$ cat config.mk
export PLATFORM = sky130hd
export DESIGN_NAME = uart_tx_unit
export DESIGN_NICKNAME = d
export VERILOG_FILES = /design/src/rtl/uart_tx_unit.sv
export SDC_FILE = /design/constraint.sdc
export NUM_CORES = 1
export LEC_CHECK = 0
export CORE_UTILIZATION = 50
export DETAILED_ROUTE_END_ITERATION = 8
export PLACE_DENSITY_LB_ADDON = 0.05
export SLEW_MARGIN = 20
export SYNTH_ARGS = -nofsm -noshare
export SYNTH_HDL_FRONTEND = slang
export SYNTH_SLANG_ARGS = --single-unit
export TNS_END_PERCENT = 50
$ cat constraint.sdc
create_clock -name i_clk -period 3.9 [get_ports i_clk]
set_clock_uncertainty 0.05 [all_clocks]
set_input_delay 0.975 -clock i_clk [delete_from_list [all_inputs] [get_ports i_clk]]
set_output_delay 0.975 -clock i_clk [all_outputs]
set_load 0.02 [all_outputs]
$ cat src/rtl/uart_tx_unit.sv
// UART transmitter: 2^FIFO_W-entry byte FIFO feeding a 16x-oversampled serial framer.
// Frame = start bit, DBIT data bits LSB first, SB_TICK/16 stop bits; tx is a registered output.
//
// state  | meaning
// IDLE   | line high, waiting for a FIFO entry
// START  | start bit (low) for 16 ticks
// DATA   | DBIT data bits, 16 ticks each, LSB first
// STOP   | line high for SB_TICK ticks, then done pulse
module uart_tx_unit #(
    parameter int DBIT    = 8,
    parameter int SB_TICK = 16,
    parameter int DVSR    = 326,
    parameter int FIFO_W  = 4
) (
    input  logic       i_clk,
    input  logic       i_rst,
    input  logic       wr_uart,
    input  logic [7:0] w_data,
    output logic       tx_full,
    output logic       tx_empty,
    output logic       tx_busy,
    output logic       tx_done_tick,
    output logic       tx
);

    localparam int DEPTH = 1 << FIFO_W;
    localparam int C_W   = (DVSR > 1) ? $clog2(DVSR) : 1;
    localparam int S_W   = $clog2((SB_TICK > 16) ? SB_TICK : 16);
    localparam int N_W   = (DBIT > 1) ? $clog2(DBIT) : 1;

    localparam logic [C_W-1:0] C_LAST      = C_W'(DVSR - 1);
    localparam logic [S_W-1:0] S_BIT_LAST  = S_W'(15);
    localparam logic [S_W-1:0] S_STOP_LAST = S_W'(SB_TICK - 1);
    localparam logic [N_W-1:0] N_LAST      = N_W'(DBIT - 1);

    localparam logic [1:0] ST_IDLE  = 2'd0;
    localparam logic [1:0] ST_START = 2'd1;
    localparam logic [1:0] ST_DATA  = 2'd2;
    localparam logic [1:0] ST_STOP  = 2'd3;

    logic [DBIT-1:0]   mem [DEPTH];
    logic [FIFO_W-1:0] wptr, rptr, wptr_nxt, rptr_nxt;
    logic              full_q, empty_q;
    logic              push, pop;

    logic [1:0]        state;
    logic [C_W-1:0]    cnt;
    logic              tick;
    logic [S_W-1:0]    s_cnt;
    logic [N_W-1:0]    n_cnt;
    logic [DBIT-1:0]   shreg;
    logic              tx_q, tx_nxt, done_q;
    logic              start_frame;

    assign start_frame = (state == ST_IDLE) && !empty_q;

    // A write against a full FIFO is dropped even if a pop frees a slot this cycle.
    assign push     = wr_uart && !full_q;
    assign pop      = start_frame;
    assign wptr_nxt = wptr + 1'b1;
    assign rptr_nxt = rptr + 1'b1;

    always_ff @(posedge i_clk) begin
        if (push && !i_rst)
            mem[wptr] <= w_data[DBIT-1:0];
    end

    always_ff @(posedge i_clk) begin
        if (i_rst) begin
            wptr    <= '0;
            rptr    <= '0;
            full_q  <= 1'b0;
            empty_q <= 1'b1;
        end else begin
            case ({push, pop})
                2'b10: begin
                    wptr    <= wptr_nxt;
                    empty_q <= 1'b0;
                    full_q  <= (wptr_nxt == rptr);
                end
                2'b01: begin
                    rptr    <= rptr_nxt;
                    full_q  <= 1'b0;
                    empty_q <= (rptr_nxt == wptr);
                end
                2'b11: begin
                    wptr <= wptr_nxt;
                    rptr <= rptr_nxt;
                end
                default: ;
            endcase
        end
    end

    // Baud counter restarts with each frame so the start bit is a full 16 ticks.
    assign tick = (cnt == C_LAST);

    always_ff @(posedge i_clk) begin
        if (i_rst || start_frame || tick)
            cnt <= '0;
        else
            cnt <= cnt + 1'b1;
    end

    always_comb begin
        tx_nxt = 1'b1;
        case (state)
            ST_START: tx_nxt = 1'b0;
            ST_DATA:  tx_nxt = shreg[0];
            default:  tx_nxt = 1'b1;
        endcase
    end

    always_ff @(posedge i_clk) begin
        if (i_rst) begin
            state  <= ST_IDLE;
            s_cnt  <= '0;
            n_cnt  <= '0;
            shreg  <= '0;
            tx_q   <= 1'b1;
            done_q <= 1'b0;
        end else begin
            tx_q   <= tx_nxt;
            done_q <= 1'b0;
            case (state)
                ST_IDLE: begin
                    if (start_frame) begin
                        shreg <= mem[rptr];
                        s_cnt <= '0;
                        n_cnt <= '0;
                        state <= ST_START;
                    end
                end
                ST_START: begin
                    if (tick) begin
                        if (s_cnt == S_BIT_LAST) begin
                            s_cnt <= '0;
                            n_cnt <= '0;
                            state <= ST_DATA;
                        end else begin
                            s_cnt <= s_cnt + 1'b1;
                        end
                    end
                end
                ST_DATA: begin
                    if (tick) begin
                        if (s_cnt == S_BIT_LAST) begin
                            s_cnt <= '0;
                            shreg <= shreg >> 1;
                            if (n_cnt == N_LAST)
                                state <= ST_STOP;
                            else
                                n_cnt <= n_cnt + 1'b1;
                        end else begin
                            s_cnt <= s_cnt + 1'b1;
                        end
                    end
                end
                default: begin
                    if (tick) begin
                        if (s_cnt == S_STOP_LAST) begin
                            s_cnt  <= '0;
                            done_q <= 1'b1;
                            state  <= ST_IDLE;
                        end else begin
                            s_cnt <= s_cnt + 1'b1;
                        end
                    end
                end
            endcase
        end
    end

    assign tx           = tx_q;
    assign tx_done_tick = done_q;
    assign tx_busy      = (state != ST_IDLE);
    assign tx_full      = full_q;
    assign tx_empty     = empty_q;

endmodule

# After elaboration in Yosys (flattened, before gate mapping)
# Memory sizes are Yosys's and may differ from the RTL's. A register that Yosys moved wholly into a read port is not among the register bits.
# Index checks and enable logic that the tools add are counted.
word_totals:
  output_inout_bits: 5
  ff_bits: 38
  mem_count: 1
  wordCells: 89
  mem_bits_rw: 128
  input_bits: 11
classes:
  bitwise: 1
  n_reduce_logical: 22
  n_addsub: 5
  n_mux: 32
  n_eq_ne: 17
mem_list:
  columns: ["name", "words", "word_bits", "read_ports", "rd_clocked_by_memory_dff", "wr", "line", "text"]
  rows:
  - ["mem", 16, 8, 1, 1, 1, "41", "logic [DBIT-1:0] mem [DEPTH];"]
op_table:
  columns: ["operator", "n"]
  rows:
  - ["$mux 4", 6]
  - ["$mux 8", 3]
  - ["$mux 3", 6]
  - ["$mux 2", 8]
  - ["$pmux 8 s2", 1]
  - ["$ne 2x2->1 const B", 7]
  - ["$add 4x1->4 const B", 3]
  - ["$reduce_bool 2->1", 5]
  - ["$add 9x1->9 const B", 1]
  - ["$eq 9x9->1 const B", 1]
  - ["$pmux 3 s3", 1]
  - ["$eq 4x4->1", 2]
  - ["$reduce_and 8->1", 1]
  - ["$reduce_and 7->1", 1]
  - ["$eq 2x2->1 const B", 3]
  - ["$pmux 1 s2", 3]
  - ["$pmux 2 s3", 1]
  - ["$reduce_or 5->1", 1]
  - ["$eq 2x1->1 const B", 2]
  - ["$eq 4x4->1 const B", 1]
  - ["$reduce_and 4->1", 1]
  - ["$reduce_or 2->1", 2]
  - ["$add 3x1->3 const B", 1]
  - ["$eq 3x3->1 const B", 1]
  - ["other kinds (8)", 15]

# Longest topological paths before layout
logic_depth:
  word_depth: 6
  depth_mapped: 8
  mapped_depth_nobuf: 8

# Least setup slack after synthesis
# OpenSTA, ideal clock, no wires.
synth_path:
  kind: "input to register"
  startpoint: "in wr_uart"
  endpoint: "mem mem[0][0], enable pin"
  t_required_ps: 3467
  path_slack_ps: 1217
  path_buffers: 0
  cell_stages: 5
  arrival_time_ps: 2249
  setup_time_ps: 383
  cell_sequence: "nor2b_1 inv_1 nor2_1 nand2_1 nor3_1"
synth_via:
  elab_chain_cells: 4
synth_rtl:
  columns: ["item", "line", "text"]
  rows:
  - ["start, declared", "17", "input logic wr_uart,"]
  - ["$logic_and 1x1->1", "58", "assign push = wr_uart && !full_q;"]
  - ["$logic_and 1x1->1", "64", "if (push && !i_rst)"]
  - ["$mux 1", "64", null]
  - ["$mux 1 (implied by the code)", "65", "mem[wptr] <= w_data[DBIT-1:0];"]
  - ["end, declared", "41", null]
# No other way between the ends.

# Worst setup path after layout
layout_path:
  startpoint: "reg state[0]"
  endpoint: "out tx_busy"
layout_via:
  elab_chain_cells: 1
layout_rtl:
  columns: ["item", "line", "text"]
  rows:
  - ["start, declared", "46", "logic [1:0] state;"]
  - ["start signal, assigned", "116", "state <= ST_IDLE;"]
  - ["start signal, assigned", "131", "state <= ST_START;"]
  - ["start signal, assigned", "139", "state <= ST_DATA;"]
  - ["$reduce_bool 2->1", "176", "assign tx_busy = (state != ST_IDLE);"]
  - ["end, declared", "21", "output logic tx_busy,"]
# No other way between the ends.

==> flow_summary_export.csv <==
group,metric,value,unit
setup_path,arrival,1.98,ns
sta,final.setup.tns,0,ns
route,top_layer,"met4",
synth,synth_area,0.00707,mm^2
floorplan,core.rowCount,43,
clocking,holdBufCountCts,0,
min_path,hold_path_class,"reg2reg",
placement,portBuffers,15,
pwr,ir_drop,0.395,mV
min_path,hold_depth,1,
route,detail-route-antenna-nets,0,
final_layout,area_delta_synth_final,12.6,%
sta,setup_violations,0,
synth,synth_cells,473,
global_route,grt_pass1_wl,23100,um
synth,synth_cell_types,46,
route,wl_met3,935,um
route,drtIter0Drc,370,
route,wl,14800,um
floorplan,ios,16,
synth,ys_seq_area_frac,0.662,
final_layout,nets,520,
final_layout,stdcell_count,687,
final_layout,finalCoreUtilization,0.576,
global_route,grt_pass1_vias,4020,
clocking,cts_buffers,17,
floorplan,die_y,121,um
synth,syn_area_per_cell,15.0,um^2
sta,tightest_slew,0.999,ns
route,drt_pass1_iterations,4,
floorplan,core_area,0.0138,mm^2
setup_path,endpoint_kind,"output pin",
sta,max_freq,0.333,GHz
placement,post-place-ws,0.481,ns
clocking,clockRootBuffer,"clkbuf_16",
final_layout,antenna-diode-count,0,
flow_run,cap_viol_max_count,0,
global_route,globalRouteTotalUtil,0.222,
synth,synth_nets,499,
pwr,power.leakage,2.65,nW
placement,gp_congestion,0.811,
setup_path,r2r_start,"state[0]",
placement,dp_cells,655,
clocking,clock_latency,0.43,ns
global_route,antenna_found_initial,0,
floorplan,start_util,0.512,
clocking,h-tree-depth,4,
sta,timing.final.ws_setup,0.894,ns
synth,synth_edf_count,128,
route,viasPerCell,5.80,
route,detail_route.wl_per_cell,21.6,um
status,outcome,"completed",
floorplan,dieArea,0.0146,mm^2
setup_path,worstPathRequired,2.87,ns
clocking,cts_tree,"yes",
sta,final_max_slew_viol_count,0,
route,vias,3988,
placement,dpl.hpwl,9820,um
min_path,min_from,"cnt[0]",
sta,slew_headroom,0.334,
route,route.met2.wl,7140,um
pwr,powerDensity,587,mW/mm^2
global_route,grt_max_degree,29,
clocking,cts_resized,0,
clocking,clockBufferDepth,2,
sta,layout_worst_path_cycle_share,0.771,
sta,rsz0062_at_grt,"false",
clocking,path_clk_slew,0.06,ns
floorplan,die_w,121,um
clocking,post_cts_buffers,0,
synth,ys_ff_latch,170,
route,drc,0,
clocking,cts.sinks,170,
setup_path,cp-startpoint,"state[0]",
synth,ys_async_sr_fraction,0,
synth,ys.flop_type,"edfxtp_1",
final_layout,drive_gt1_frac,0.162,
setup_path,path_max_fanout,7,
sta,hold_violations,0,
sta,period_needed,3.01,ns
setup_path,crit_type,"reg2out",
pwr,finalPower,0.00468,W
setup_path,r2r_cells,7,
global_route,overflow,0,
synth,synth_warnings,0,
setup_path,critPathLaunchType,"flop",
route,met1Wirelength,6490,um
metrics by stage:
step	instance area, um^2	hold WS (ns)
after floorplan	7070	0.380
after global placement	7410	0.403
after detailed placement	7410	0.411
after CTS	7960	0.426
after global routing	7960	0.446
final	7960	0.421
cells in the final DEF, fill, tap and decap left out, types with 2 or more instances in the layout:
cell type and instances:
o41ai_1 2, clkbuf_16 17, o311ai_0 2, nand2_1 18
buf_4 12, clkinv_4 2, edfxtp_1 128, xor2_1 9
a22oi_1 9, and3_1 5, a211oi_1 7, nand2b_1 4
o22ai_1 7, nor4_1 2, a21oi_1 18, a21o_1 7
nand3_1 9, o211a_1 7, or3_1 5, clkdlybuf4s50_1 15
nor3_1 4, o21ai_0 24, a31oi_1 3, a32oi_1 3
xnor2_1 11, ha_1 15, inv_1 11, nand4_1 8
mux4_1 3, clkinvlp_4 2, and4bb_1 2, mux4_2 23
inv_6 4, mux2_2 14, nor2b_1 2, inv_8 5
nor2_1 35, clkinv_1 2, dfxtp_1 41
logic make-up (layout without fill, tap and decap cells):
logic type,Yosys count,in the layout,share of synthesized area
and+or+nand+nor,98,98,0.0678
AOI/OAI and AO/OA,92,92,0.0854
adders and majority gates,15,15,0.0265
xor gates and xnor gates,20,20,0.0248
muxes,41,41,0.108
DFF,170,170,0.662
buffers and inverters,37,71,0.0251
cell usage after synthesis, drive strengths merged, types with 2 or more instances:
master  instances  area (um^2)
buf            14         88.8
inv            12         45.0
o211a           7         70.1
ha             15          188
mux4           26          597
nand4           8         50.1
nor3            4         20.0
a22oi           9         67.6
a32oi           3         26.3
mux2           14          158
o21ai          24          120
a21o            7         52.6
nand3           9         45.0
dfxtp          42          841
edfxtp        128         3840
o22ai           7         43.8
o41ai           2         17.5
xnor2          11         96.3
nor2           35          131
or3             5         31.3
a31oi           3         18.8
nand2          18         67.6
a211oi          7         52.6
o311ai          2         17.5
a21oi          18         90.1
nand2b          4         25.0
xor2            9         78.8
nor2b           2         12.5
nor4            2         12.5
and4bb          2         25.0
and3            5         31.3
clkbuf         11         43.8
flip-flops by register name, indices dropped and copies added, names as in the netlist, named ones only:
signal        count
cnt               9
mem             128
n_cnt             3
rptr              4
s_cnt             4
shreg             8
state             2
tx                1
tx_done_tick      1
tx_empty          1
tx_full           1
wptr              4
worst max-delay path, stage by stage, from the launching register on:
cell             delay, ns
dfxtp_1               0.39
inv_1                 0.08
ha_1                  0.30
inv_1                 0.17
clkdlybuf4s50_1       0.62
final cells by class:
cell class / count / area (um^2)
clock inverters: 15 / 131
multi-input cells: 266 / 2210
inverters: 12 / 45.0
clock buffers: 17 / 425
well taps: 180 / 225
fillers: 1072 / 5860
repair buffers: 27 / 240
flip-flops and latches: 170 / 4690
worst paths after layout:
path                            slack [ns]       end
worst max register to register        1.13  shreg[5]
worst max-delay path                  0.89   tx_busy
worst min-delay path                  0.42    cnt[0]
worst min register to register        0.42    cnt[0]
metal layers:
layer  global-route usage  up-vias
li1                     -     1874
met1                0.299     1992
met2                0.347      106
met3               0.0616       16
met4               0.0772        0
met5                    0        -
power breakdown:
group	internal (W)	leakage, nW	switching (W)	total, W
Clock	0.000841	0.270	0.000754	0.00160
Combinational	0.000402	0.882	0.000514	0.000917
Sequential	0.00204	1.49	0.000123	0.00216
Total	0.00328	2.65	0.00139	0.00468
(Power assumes the default switching activity.)
